File: src/rtl/fp_mul_arbiter.sv
// Round-robin arbiter sharing one single-precision multiplier among N requesters.
// Optional watchdog on the multiplier wait: define FPMA_TIMEOUT_EN.
//
//   state   | meaning
//   --------+----------------------------------------------------------
//   IDLE    | no operation in flight; pick next requester round-robin
//   ISSUE   | pulse mul_ready and req_ack for the captured requester
//   WAIT    | operands held stable until mul_done (or watchdog expiry)
//   RESP    | pulse resp_valid to the granted requester
module fp_mul_arbiter #(
   parameter int N       = 4,
   parameter int IDW     = $clog2(N),
   parameter int TIMEOUT = 255
) (
   input  logic              clk,
   input  logic              rst,
   input  logic [N-1:0]      req_valid,
   input  logic [32*N-1:0]   req_op1,
   input  logic [32*N-1:0]   req_op2,
   output logic [N-1:0]      req_ack,
   output logic [N-1:0]      resp_valid,
   output logic [31:0]       resp_res,
   output logic              resp_err,
   output logic              busy,
   output logic [IDW-1:0]    gnt_id,
   output logic              mul_ready,
   output logic [31:0]       mul_op1,
   output logic [31:0]       mul_op2,
   input  logic [31:0]       mul_res,
   input  logic              mul_done
);

   localparam logic [1:0] S_IDLE  = 2'd0;
   localparam logic [1:0] S_ISSUE = 2'd1;
   localparam logic [1:0] S_WAIT  = 2'd2;
   localparam logic [1:0] S_RESP  = 2'd3;

   logic [1:0]     state_q, state_d;
   logic [IDW-1:0] last_q, last_d;
   logic [IDW-1:0] gnt_q, gnt_d;
   logic [31:0]    op1_q, op1_d;
   logic [31:0]    op2_q, op2_d;
   logic [31:0]    res_q, res_d;

   logic [31:0]    op1_arr [N];
   logic [31:0]    op2_arr [N];
   logic           pick_found;
   logic [IDW-1:0] pick_id;
   logic [IDW-1:0] cand;

`ifdef FPMA_TIMEOUT_EN
   localparam int CW = ($clog2(TIMEOUT + 1) > 8) ? $clog2(TIMEOUT + 1) : 8;
   logic [CW-1:0]  cnt_q, cnt_d;
   logic           err_q, err_d;
`endif

   for (genvar g = 0; g < N; g++) begin : g_unpack
      assign op1_arr[g] = req_op1[32*g +: 32];
      assign op2_arr[g] = req_op2[32*g +: 32];
   end

   // First requester after the last granted one, wrapping modulo N.
   always_comb begin
      pick_found = 1'b0;
      pick_id    = last_q;
      cand       = '0;
      for (int k = 1; k <= N; k++) begin
         cand = IDW'((int'(last_q) + k) % N);
         if (!pick_found && req_valid[cand]) begin
            pick_found = 1'b1;
            pick_id    = cand;
         end
      end
   end

   always_comb begin
      state_d = state_q;
      last_d  = last_q;
      gnt_d   = gnt_q;
      op1_d   = op1_q;
      op2_d   = op2_q;
      res_d   = res_q;
`ifdef FPMA_TIMEOUT_EN
      cnt_d   = cnt_q;
      err_d   = err_q;
`endif
      case (state_q)
         S_IDLE: begin
            if (pick_found) begin
               gnt_d   = pick_id;
               op1_d   = op1_arr[pick_id];
               op2_d   = op2_arr[pick_id];
               state_d = S_ISSUE;
            end
         end
         S_ISSUE: begin
            last_d  = gnt_q;
            state_d = S_WAIT;
`ifdef FPMA_TIMEOUT_EN
            cnt_d   = '0;
`endif
         end
         S_WAIT: begin
            if (mul_done) begin
               res_d   = mul_res;
               state_d = S_RESP;
`ifdef FPMA_TIMEOUT_EN
               err_d   = 1'b0;
`endif
            end
`ifdef FPMA_TIMEOUT_EN
            // TIMEOUT-th WAIT cycle without done: answer with a quiet NaN.
            else if (cnt_q == CW'(TIMEOUT - 1)) begin
               res_d   = 32'h7FC0_0000;
               err_d   = 1'b1;
               state_d = S_RESP;
            end else begin
               cnt_d = cnt_q + CW'(1);
            end
`endif
         end
         S_RESP:  state_d = S_IDLE;
         default: state_d = S_IDLE;
      endcase
   end

   always_ff @(posedge clk or negedge rst) begin
      if (!rst) begin
         state_q <= S_IDLE;
         last_q  <= IDW'(N - 1);
         gnt_q   <= '0;
         op1_q   <= '0;
         op2_q   <= '0;
         res_q   <= '0;
`ifdef FPMA_TIMEOUT_EN
         cnt_q   <= '0;
         err_q   <= 1'b0;
`endif
      end else begin
         state_q <= state_d;
         last_q  <= last_d;
         gnt_q   <= gnt_d;
         op1_q   <= op1_d;
         op2_q   <= op2_d;
         res_q   <= res_d;
`ifdef FPMA_TIMEOUT_EN
         cnt_q   <= cnt_d;
         err_q   <= err_d;
`endif
      end
   end

   assign busy       = (state_q != S_IDLE);
   assign mul_ready  = (state_q == S_ISSUE);
   assign req_ack    = (state_q == S_ISSUE) ? (N'(1) << gnt_q) : '0;
   assign resp_valid = (state_q == S_RESP)  ? (N'(1) << gnt_q) : '0;
   assign resp_res   = res_q;
   assign gnt_id     = gnt_q;
   assign mul_op1    = op1_q;
   assign mul_op2    = op2_q;
`ifdef FPMA_TIMEOUT_EN
   assign resp_err   = (state_q == S_RESP) && err_q;
`else
   assign resp_err   = 1'b0;
`endif

endmodule
File: config.mk
export PLATFORM = sky130hd
export DESIGN_NAME = fp_mul_arbiter
export DESIGN_NICKNAME = d
export VERILOG_FILES = /design/src/rtl/fp_mul_arbiter.sv
export SDC_FILE = /design/constraint.sdc
export NUM_CORES = 1
export LEC_CHECK = 0
export BUFFER_PORTS_ARGS = -buffer_cell sky130_fd_sc_hd__buf_2
export CORE_ASPECT_RATIO = 1.5
export CORE_MARGIN = 2
export CORE_UTILIZATION = 25
export CTS_CLUSTER_SIZE = 25
export DETAILED_ROUTE_END_ITERATION = 10
export GPL_TIMING_DRIVEN = 1
export SYNTH_ARGS = -nofsm -noshare
export SYNTH_HDL_FRONTEND = slang
export SYNTH_SLANG_ARGS = --single-unit
File: constraint.sdc
create_clock -name clk -period 1.8 [get_ports clk]
set_input_delay 0.36 -clock clk [delete_from_list [all_inputs] [get_ports clk]]
set_output_delay 0.36 -clock clk [all_outputs]
set_load 0.1 [all_outputs]
==> impl_metrics.env <==
export IMPL_ys_warnings_count=0
export IMPL_synth_nets=778
export IMPL_period_needed_ns=2.10
export IMPL_grt_pass1_wl_um=32300
export IMPL_grt_max_degree=56
export IMPL_drcViolationCount=0
export IMPL_max_cap_violations=0
export IMPL_placed_cells=1195
export IMPL_antenna_found_initial=2
export IMPL_placementRows=70
export IMPL_via_per_inst=4.58
export IMPL_ys_seq_area_share_pct=41.8
export IMPL_async_flop_share_pct=100
export IMPL_drive_gt1_share_pct=69.4
export IMPL_setup_viol=69
export IMPL_outcome="finished with violations"
export IMPL_ys_ff_latch=102
export IMPL_antenna_left=0
export IMPL_clkLatencyLatePin_ns=0.36
export IMPL_die_area_sq_um=25800
export IMPL_regArea_sq_um=2560
export IMPL_wl_per_cell_um=17.6
export IMPL_core_sq_um=24300
export IMPL_setup_worst_path_end="mul_op1[9]"
export IMPL_synth_edf_count=0
export IMPL_htree_levels=3
export IMPL_crit_required_ns=2.03
export IMPL_netlist_area_sq_um=6120
export IMPL_hold_viol_final=0
export IMPL_cts_buffer_depth=2
export IMPL_reg2reg_to="mul_op1[9]"
export IMPL_drtPass1Iterations=4
export IMPL_die_h_um=196
export IMPL_cts_num_sinks=102
export IMPL_worstMarginPinSlew_ns=0.570
export IMPL_clk_pin_slew_worst_paths_ns=0.09
export IMPL_clock_skew_ns=0.0120
export IMPL_hp_class="input pin to flop"
export IMPL_synth_cell_types=32
export IMPL_initial_core_util_pct=25.2
export IMPL_critPathLaunchType="flop"
export IMPL_grt_pass1_vias=5802
export IMPL_reg2reg_setup_slack_ns=-0.30
export IMPL_gp_congestion=0.850
export IMPL_cp_end_kind="flop"
export IMPL_vias=5589
export IMPL_critPathArrivalTime_ns=2.33
export IMPL_overflow=0
export IMPL_synthCells=478
export IMPL_port_buffers=402
export IMPL_syn_mean_instance_area_sq_um=12.8
export IMPL_fmax_mhz=477
export IMPL_ys_flop_type="dfrtp_1"
export IMPL_num_io_pins=404
export IMPL_grt_usage_pct=16.1
export IMPL_tritoncts="yes"
export IMPL_crit_start="last_q[0]"
export IMPL_drv_slew=0
export IMPL_hpwl_um=16500
export IMPL_cts_inserted_buffers=9
export IMPL_cp_max_fo=22
export IMPL_syn_to_final_growth_pct=55.7
export IMPL_critical_path_class="flop to flop"
export IMPL_multiInputGateArea_sq_um=3490
export IMPL_die_w_um=132
export IMPL_clock_root_buffer="clkbuf_16"
export IMPL_nets=1191
export IMPL_fin_ws_ns=-0.297
export IMPL_fin_crit_sh_pct=116
export IMPL_reg2regPathDepth=7
export IMPL_slew_headroom_pct=62.2
export IMPL_first_iter_violations=134
export IMPL_rsz0062_at_grt="yes"
export IMPL_violations="negative setup slack"
export IMPL_antenna_cells=0
export IMPL_fill_cells=2400
export IMPL_r2r_start="last_q[0]"
export IMPL_instances_no_fill=1220
export IMPL_drt_total_wl_um=21500
## layout by cell type, fill, tap and decap left out, drive strengths merged
cell type	n
buf	443
mux2i	128
dfrtp	100
nand2	69
o221ai	64
mux2	34
clkbuf	9
inv	9
o21ai	5
ha	5
and3b	4
nand2b	4
clkinv	3
nor3b	2
and3	2
nor2	2
a21oi	2
dfstp	2
nor4	1
nor2b	1
a21o	1
a221oi	1
or2	1
and2	1
o32a	1
conb	1
dlygate4sd3	1
## cells by family (layout without fill, tap and decap cells)
| group | after synthesis | count (layout) | share of synthesized area, % |
|---|---|---|---|
| multiplexers | 162 | 162 | 27.2 |
| buffers and inverters | 47 | 465 | 6.75 |
| adder cells (fa/ha/maj) | 5 | 5 | 1.02 |
| flip-flops | 102 | 102 | 41.8 |
| AO/OA/AOI/OAI | 74 | 74 | 17.0 |
| AND/OR/NAND/NOR | 87 | 87 | 6.20 |
| other | 1 | 1 | 0.0613 |
## registers in the layout (all words and copies together), names as in the netlist
signal,count
mul_op2,32
resp_res,32
mul_op1,32
state_q,2
gnt_id,2
last_q,2
## how the worst min path moves through the flow
stage               slack, ns         from  cells after the start      endpoint
floorplan                0.06          rst                      0    mul_op1[0]
global placement         0.17          rst                      1   resp_res[0]
detailed placement       0.17          rst                      1   resp_res[0]
CTS                      0.19   mul_res[2]                      2   resp_res[2]
global route             0.20  mul_res[22]                      2  resp_res[22]
finish                   0.22   mul_res[4]                      2   resp_res[4]
## critical path, stage by stage, from the launching register on
cell	delay, ns
dfstp_2	0.56
nor2b_2	0.05
a21o_1	0.18
a221oi_4	0.34
buf_12	0.22
buf_16	0.21
mux2i_2	0.27
o221ai_2	0.11
## what timing repair did
action | CTS | global route
hold buffers | 1 | 0
gates cloned | 1 | 0
pin swaps | 5 | 3
gates resized for setup | 56 | 25
buffers inserted | 4 | 4
setup endpoints to repair | 73 | 75
endpoints found under the hold margin | 20 | 0
## synthesized netlist by cell type, drive strengths merged, types with 2 or more instances
cell type,count,area share [%]
a21oi,2,0.16
buf,34,5.7
mux2,34,6.3
o21ai,5,0.41
and3,2,0.20
inv,5,0.31
dfrtp,100,41
nand2b,4,0.41
nor2,2,0.12
and3b,4,0.57
ha,5,1.0
dfstp,2,0.86
nor3b,2,0.25
clkbuf,7,0.43
o221ai,64,16
nand2,69,4.2
mux2i,128,21
## area by class of cell
type,count,share of cell area (%)
clock inverter,7,0.986
multi-input combinational,329,36.6
clock buffer,9,2.37
sequential,102,26.9
tap,324,4.26
timing repair buffer,444,28.6
inverter,5,0.197
## metrics by stage
step	setup TNS (ns)	utilization [%]	area (sq um)	hold WS, ns	setup WS (ns)
3_5_place_dp	-15.50	36.1	8770	0.170	-0.377
4_1_cts	-17.79	38.8	9400	0.195	-0.322
2_1_floorplan	-8.69	-	6190	0.0644	-0.301
6_report	-15.39	39.2	9520	0.216	-0.297
3_3_place_gp	-14.01	36.1	8770	0.170	-0.350
5_1_grt	-21.64	39.2	9520	0.198	-0.404
## per-layer routing
layer	vias up	share of wire, %	GRT usage, %	routed length [um]
met5	-	0.056	0	12
met4	2	1.9	5.31	403
met3	26	6.5	4.21	1410
met2	236	52	28.3	11100
met1	2697	40	19.1	8550
li1	2628	-	-	-
Power is left out: the tool's default activity adds up to more than one toggle a clock period on the data nets, which glitch-free logic cannot reach.
